File: src/rtl/reg_status_table_pkg.sv
// Shared constants for the Tomasulo register status table and the reservation stations.
// Tag 0 means "no producer"; architectural registers 0..3 come out of reset as 2,4,3,5.
package reg_status_pkg;

  localparam int RS_TAG_W = 3;

  localparam logic [RS_TAG_W-1:0] TAG_FREE   = '0;
  localparam logic [RS_TAG_W-1:0] NO_STATION = '0;
  localparam logic [15:0]         NO_VALUE   = 16'hFFF0;

  function automatic int unsigned reset_value(input int unsigned idx);
    case (idx)
      0:       return 2;
      1:       return 4;
      2:       return 3;
      3:       return 5;
      default: return 0;
    endcase
  endfunction

endpackage

File: src/rtl/reg_status_table_rst_entry.sv
// One architectural register: producer tag (Qi) plus committed value.
// Exposes qi_next so the parent can count busy registers after this edge's update.
module rst_entry
  import reg_status_pkg::*;
#(
  parameter int                DATA_W    = 16,
  parameter int                TAG_W     = RS_TAG_W,
  parameter logic [DATA_W-1:0] RESET_VAL = '0
) (
  input  logic              Clock,
  input  logic              Reset,
  input  logic              cdb_valid,
  input  logic [TAG_W-1:0]  cdb_tag,
  input  logic [DATA_W-1:0] cdb_data,
  input  logic              claim,
  input  logic [TAG_W-1:0]  disp_tag,
  input  logic              flush,
  output logic [TAG_W-1:0]  qi,
  output logic [TAG_W-1:0]  qi_next,
  output logic [DATA_W-1:0] data
);

  logic [TAG_W-1:0]  qi_q, qi_d;
  logic [DATA_W-1:0] data_q, data_d;
  logic              cdb_match;

  // Only the current owner's broadcast may retire this register (WAW safety).
  assign cdb_match = cdb_valid && (cdb_tag != TAG_W'(TAG_FREE)) && (qi_q == cdb_tag);

  always_comb begin
    data_d = data_q;
    qi_d   = qi_q;
    if (cdb_match) begin
      data_d = cdb_data;
      qi_d   = TAG_W'(TAG_FREE);
    end
    if (claim) begin
      qi_d = disp_tag;
    end
    if (flush) begin
      qi_d = TAG_W'(TAG_FREE);
    end
  end

  always_ff @(negedge Clock or posedge Reset) begin
    if (Reset) begin
      qi_q   <= TAG_W'(TAG_FREE);
      data_q <= RESET_VAL;
    end else begin
      qi_q   <= qi_d;
      data_q <= data_d;
    end
  end

  assign qi      = qi_q;
  assign qi_next = qi_d;
  assign data    = data_q;

endmodule

File: src/rtl/reg_status_table.sv
// Tomasulo register status table + architectural register file with CDB-bypassed
// source reads, tag-matched writeback, flush, per-station finish pulses and busy count.
module reg_status_table
  import reg_status_pkg::*;
#(
  parameter  int NUM_REGS = 4,
  parameter  int DATA_W   = 16,
  parameter  int TAG_W    = RS_TAG_W,
  parameter  int NUM_RS   = 4,
  localparam int IDX_W    = $clog2(NUM_REGS)
) (
  input  logic              Clock,
  input  logic              Reset,
  input  logic              cdb_valid,
  input  logic [TAG_W-1:0]  cdb_tag,
  input  logic [DATA_W-1:0] cdb_data,
  input  logic              disp_valid,
  input  logic [IDX_W-1:0]  disp_rd,
  input  logic [TAG_W-1:0]  disp_tag,
  input  logic              flush,
  input  logic [IDX_W-1:0]  rs1_idx,
  input  logic [IDX_W-1:0]  rs2_idx,
  output logic [TAG_W-1:0]  rs1_qi,
  output logic [TAG_W-1:0]  rs2_qi,
  output logic [DATA_W-1:0] rs1_val,
  output logic [DATA_W-1:0] rs2_val,
  output logic [NUM_RS-1:0] finished,
  output logic [IDX_W:0]    busy_count
);

  logic [TAG_W-1:0]  qi_arr      [NUM_REGS];
  logic [TAG_W-1:0]  qi_next_arr [NUM_REGS];
  logic [DATA_W-1:0] data_arr    [NUM_REGS];
  logic              disp_ok;

  assign disp_ok = disp_valid && (disp_tag != TAG_W'(TAG_FREE));

  generate
    for (genvar gi = 0; gi < NUM_REGS; gi++) begin : g_entry
      rst_entry #(
        .DATA_W    (DATA_W),
        .TAG_W     (TAG_W),
        .RESET_VAL (DATA_W'(reset_value(gi)))
      ) u_entry (
        .Clock     (Clock),
        .Reset     (Reset),
        .cdb_valid (cdb_valid),
        .cdb_tag   (cdb_tag),
        .cdb_data  (cdb_data),
        .claim     (disp_ok && (disp_rd == IDX_W'(gi))),
        .disp_tag  (disp_tag),
        .flush     (flush),
        .qi        (qi_arr[gi]),
        .qi_next   (qi_next_arr[gi]),
        .data      (data_arr[gi])
      );
    end
  endgenerate

  logic [IDX_W-1:0]  rd_idx [2];
  logic [TAG_W-1:0]  rd_qi  [2];
  logic [DATA_W-1:0] rd_val [2];

  assign rd_idx[0] = rs1_idx;
  assign rd_idx[1] = rs2_idx;

  // Reads see the in-flight CDB result but never a same-cycle dispatch claim.
  always_comb begin
    for (int p = 0; p < 2; p++) begin
      rd_qi[p]  = '0;
      rd_val[p] = '0;
      if (int'(rd_idx[p]) < NUM_REGS) begin
        rd_qi[p]  = qi_arr[rd_idx[p]];
        rd_val[p] = data_arr[rd_idx[p]];
        if ((rd_qi[p] != TAG_W'(TAG_FREE)) && cdb_valid && (cdb_tag == rd_qi[p])) begin
          rd_qi[p]  = TAG_W'(TAG_FREE);
          rd_val[p] = cdb_data;
        end
      end
    end
  end

  assign rs1_qi  = rd_qi[0];
  assign rs1_val = rd_val[0];
  assign rs2_qi  = rd_qi[1];
  assign rs2_val = rd_val[1];

  logic [NUM_RS-1:0] finished_q, finished_d;
  logic [IDX_W:0]    busy_count_q, busy_count_d;

  // Stations pulse on their own broadcast even when no register still points at them.
  always_comb begin
    finished_d = '0;
    for (int k = 0; k < NUM_RS; k++) begin
      finished_d[k] = cdb_valid && (cdb_tag == TAG_W'(k + 1));
    end
  end

  always_comb begin
    busy_count_d = '0;
    for (int k = 0; k < NUM_REGS; k++) begin
      busy_count_d = busy_count_d + (IDX_W+1)'(qi_next_arr[k] != TAG_W'(TAG_FREE));
    end
  end

  always_ff @(negedge Clock or posedge Reset) begin
    if (Reset) begin
      finished_q   <= '0;
      busy_count_q <= '0;
    end else begin
      finished_q   <= finished_d;
      busy_count_q <= busy_count_d;
    end
  end

  assign finished   = finished_q;
  assign busy_count = busy_count_q;

endmodule

File: config.mk
export PLATFORM = sky130hd
export DESIGN_NAME = reg_status_table
export DESIGN_NICKNAME = d
export VERILOG_FILES = /design/src/rtl/reg_status_table_pkg.sv /design/src/rtl/reg_status_table_rst_entry.sv /design/src/rtl/reg_status_table.sv
export SDC_FILE = /design/constraint.sdc
export NUM_CORES = 1
export LEC_CHECK = 0
export CORE_MARGIN = 2
export CORE_UTILIZATION = 45
export CTS_BUF_LIST = sky130_fd_sc_hd__clkbuf_16
export DETAILED_ROUTE_END_ITERATION = 10
export PLACE_DENSITY = 0.67
export SYNTH_ARGS = -nofsm -noshare
export SYNTH_HDL_FRONTEND = slang
export SYNTH_HIERARCHICAL = 1
export SYNTH_SLANG_ARGS = --single-unit
File: constraint.sdc
create_clock -name Clock -period 3.15 [get_ports Clock]
set_input_delay 0.63 -clock Clock [delete_from_list [all_inputs] [get_ports Clock]]
set_output_delay 0.63 -clock Clock [all_outputs]
set_load 0.005 [all_outputs]
== Word-level counts from Yosys, hierarchy flattened ==
Cells that the tools add are included.
Widths: inputs -> output; s select.

* Register bits: 83

* Magnitude comparators: 2
* Mux-type cells: 28
* $add $sub $neg: 3
* Equal/unequal tests: 13
* Reductions and logical operators: 27
* Bitwise gates (word level): 2

{| class="wikitable"
|+ Operator list
! kind !! number
|-
| $mux 16 || 6
|-
| $bmux 16 s2 || 2
|-
| $mux 3 || 18
|-
| $reduce_bool 3->1 || 8
|-
| $eq 3x3->1 || 6
|-
| $logic_and 1x1->1 || 18
|-
| $bmux 3 s2 || 2
|-
| $eq 3x2->1 const B || 2
|-
| $ge 3x3->1 const B || 2
|-
| $not 2->3 || 2
|-
| $eq 2x2->1 const B || 2
|-
| $add 2x1->3 || 1
|-
| $add 3x1->3 || 1
|-
| $eq 3x1->1 const B || 1
|-
| $eq 3x3->1 const B || 1
|-
| $add 1x1->2 || 1
|-
| $eq 2x1->1 const B || 1
|-
| $logic_not 2->1 || 1
|}

== Longest topological paths before layout ==
* Depth in word-level cells: 10
* Gate-level depth with buffers: 9
* Gate-level depth less buffers: 9

== By module ==
The synthesis kept the hierarchy.

{| class="wikitable"
|+ Modules (own cells, without submodules)
! module !! seq. area each (µm²) !! area each (µm²) !! cells each !! times used
|-
| reg_status_table || 175.2 || 1853.0 || 136 || 1
|-
| rst_entry (g_entry[2].u_entry ...) || 478.0 || 848.3 || 55 || 2
|-
| rst_entry (g_entry[0].u_entry ...) || 476.7 || 847.1 || 55 || 2
|}

==> flow_summary.toml <==
[outcome]
status = "finished with violations"
violations = "negative setup slack"

[finish]
final_cell_mix = "buf_4, mux2_4, dfrtn_1"
area_growth_syn_to_layout_pct = 64.40
layout.cells.non_filler = 747
mostFrequentLayoutCell = "buf_4"
final_util = 0.7550
n_antenna_cell = 0
num-fill-cells = 702
fin_area_sq_um = 8621
drive_above_1_share = 0.7384
finalNetCount = 636

[place]
gp_congestion = 0.8804
placed_area_sq_um = 7393
io_buffers = 77
place_hpwl_mm = 10.84
pre_cts_ws_ns = -1.886
place_inst = 674

[synth]
yosysTopAreaCellShare = 0.3675
syn_area_per_cell_sq_um = 14.73
synth_nets = 392
synth_area_sq_um = 5244
ys_seq_area_frac = 0.3975
synth_cells = 356
synth-edff-count = 0
synth-seq-cells = 83
synth_cell_types = 41
ys.flop_type = "dfrtn_1"
async_flop_share = 1.000
synth_warnings = 6
yosys.area.top_type = "dfrtn_1"
synth_area_leaders = "dfrtn_1, mux4_2, mux2_4, mux2_2, dfstp_2"

[route]
via_per_inst = 5.648
remaining_drc_errors = 0
dr.first_iter.drc_count = 209
wl_per_cell_microns = 22.50
wl_mm = 16.81
via_count = 4219
antenna_left = 0
dr.pass1.iters = 4

[power]
leakagePower_uw = 0.003891
comb_power_share = 0.399
powerDensity_nw_per_um2 = 527.4
switchingPower_uw = 1221
p_total_uw = 4547
power_frac_seq = 0.346
irDropWorstVdd_v = 0.0003612
pwr-share-clk = 0.254
switching_share = 0.2686
p_int_uw = 3325

[clock_network]
clockBufferDepth = 2
cts_tree = "yes"
worstSkewPairLatency_ns = 0.40
clock-sinks = 83
numCtsBuffers = 9
postCtsHoldBufs = 0
path_clk_slew_ns = 0.05
htreeDepth = 3
cts-root-buf = "clkbuf_16"

[timing]
max_slew_margin = 0.6655
hold_viol = 0
worst_slack_ns = -1.705
rsz0062_at_grt = "true"
finalMaxSlewViolations = 0
worst_slew_pin_slew_ns = 0.5017
skew_ns = 0.05456
final-setup-viol-count = 107

[global_route]
grt_pass1_vias = 4769
grt_overflow = 0
grt_max_degree = 17
antenna_found_initial = 0
gr-usage-all-layers = 0.2776
grt_pass1_wl_mm = 26.65

[floorplan]
io_pins = 78
die_h_microns = 112.0
initial_utilization = 0.4592
rows = 39
core_sq_um = 11420
die_x_microns = 112.0
dieArea_sq_um = 12530

[worst_setup_path]
crit_required_ns = 2.52
crit_type = "reg -> out"
critPathMaxFanout = 4
worstPathArrival_ns = 4.23
cp-end-kind = "output port"
startpoint_type = "flop"

[run]
cap_violations = 0

[hold_path]
hold_path_class = "reg -> reg"
==> registers in the layout (all words and copies together) (netlist names) <==
| signal | cells |
|---|---|
| g_entry.u_entry/data | 64 |
| busy_count | 3 |
| finished | 4 |
| g_entry.u_entry/qi | 12 |
==> worst max-delay path, stage by stage, from the launching register on <==
cell and delay (ns):
dfrtn_1 0.38, mux4_2 0.54, xor2_2 0.19, nor4_4 0.34, o21ai_4 0.16, buf_6 0.17, buf_4 0.13, mux2_2 0.26
buf_2 0.13
==> path summary, 6_finish.rpt <==
| kind | slack [ns] | endpoint | start | depth (start not counted) |
|---|---|---|---|---|
| setup / recovery | -1.71 | rs2_val[1] | g_entry[3].u_entry/qi[0]$_DFF_NP0_ | 8 |
| hold / removal | 0.48 | g_entry[3].u_entry/data[13]$_DFFE_NP0P_ | g_entry[3].u_entry/data[13]$_DFFE_NP0P_ | 1 |
| setup reg to reg | 0.61 | busy_count[1]$_DFF_NP0_ | g_entry[3].u_entry/qi[2]$_DFF_NP0_ | 10 |
| hold reg to reg | 0.48 | g_entry[3].u_entry/data[13]$_DFFE_NP0P_ | g_entry[3].u_entry/data[13]$_DFFE_NP0P_ | 1 |
| max in group asynchronous | 0.58 | g_entry[0].u_entry/data[0]$_DFFE_NP0P_ | Reset | 3 |
| min in group asynchronous | 2.10 | busy_count[2]$_DFF_NP0_ | Reset | 2 |
==> power by group through the flow <==
stage / Clock [uW] / Combinational, uW / Sequential, uW
floorplan: 19.9 / 965 / 1520
global placement: 19.9 / 1670 / 1560
detailed placement: 19.9 / 1710 / 1580
CTS: 1160 / 1780 / 1570
global route: 1220 / 1920 / 1620
finish: 1160 / 1820 / 1570
==> cells in the mapped netlist (7+ instances only) <==
library cell / count
mux2_2: 50
mux2_4: 48
dfrtn_1: 77
nor3_1: 8
mux2i_1: 9
a311oi_1: 8
nor2_1: 7
nand2_1: 11
xnor2_1: 8
mux4_2: 36
inv_1: 14
==> area by class of cell <==
class,instances,area [sq um],share of cell area
Multi-Input combinational cell,244,3620,0.4199
Timing Repair Buffer,246,2371,0.2750
Sequential cell,83,2085,0.2418
Clock buffer,9,225.2,0.02612
Tap cell,143,178.9,0.02075
Clock inverter,12,103.9,0.01205
Inverter,10,37.54,0.004354
==> layer usage <==
layer  GRT usage  vias up  routed length (microns)
li1            -     1857                        -
met1      0.3646     2175                     6773
met3     0.04736       32                      957
met4     0.09024        0                      385
met5           0        -                        0
met2      0.4727      155                     8689
==> logic make-up (layout without fill, tap and decap cells) <==
group                      Yosys count  count (layout)  share of synthesized area
AOI/OAI and AO/OA                   29              29                    0.04963
xor gates and xnor gates            12              12                    0.02291
adders and majority gates            3               3                   0.008589
buffers and inverters               29             277                    0.03865
DFF                                 83              83                     0.3975
muxes                              144             144                     0.4216
and+or+nand+nor                     56              56                    0.06109
==> stage by stage <==
step	TNS (ns)	hold WS [ns]
after floorplan	-48.20	0.4509
after detailed placement	-130.67	0.4740
final	-72.85	0.4795
after global placement	-127.57	0.4711
after CTS	-77.88	0.4803
after global routing	-77.56	0.5017
==> what timing repair did <==
action / 4_1_cts / 5_1_grt
gates resized for setup: 334 / 47
pin swaps: 39 / 17
endpoints found under the setup margin: 124 / 114
setup buffers: 51 / 17
cloned: 4 / 0
Note: power is estimated with default switching activity, not from simulation.
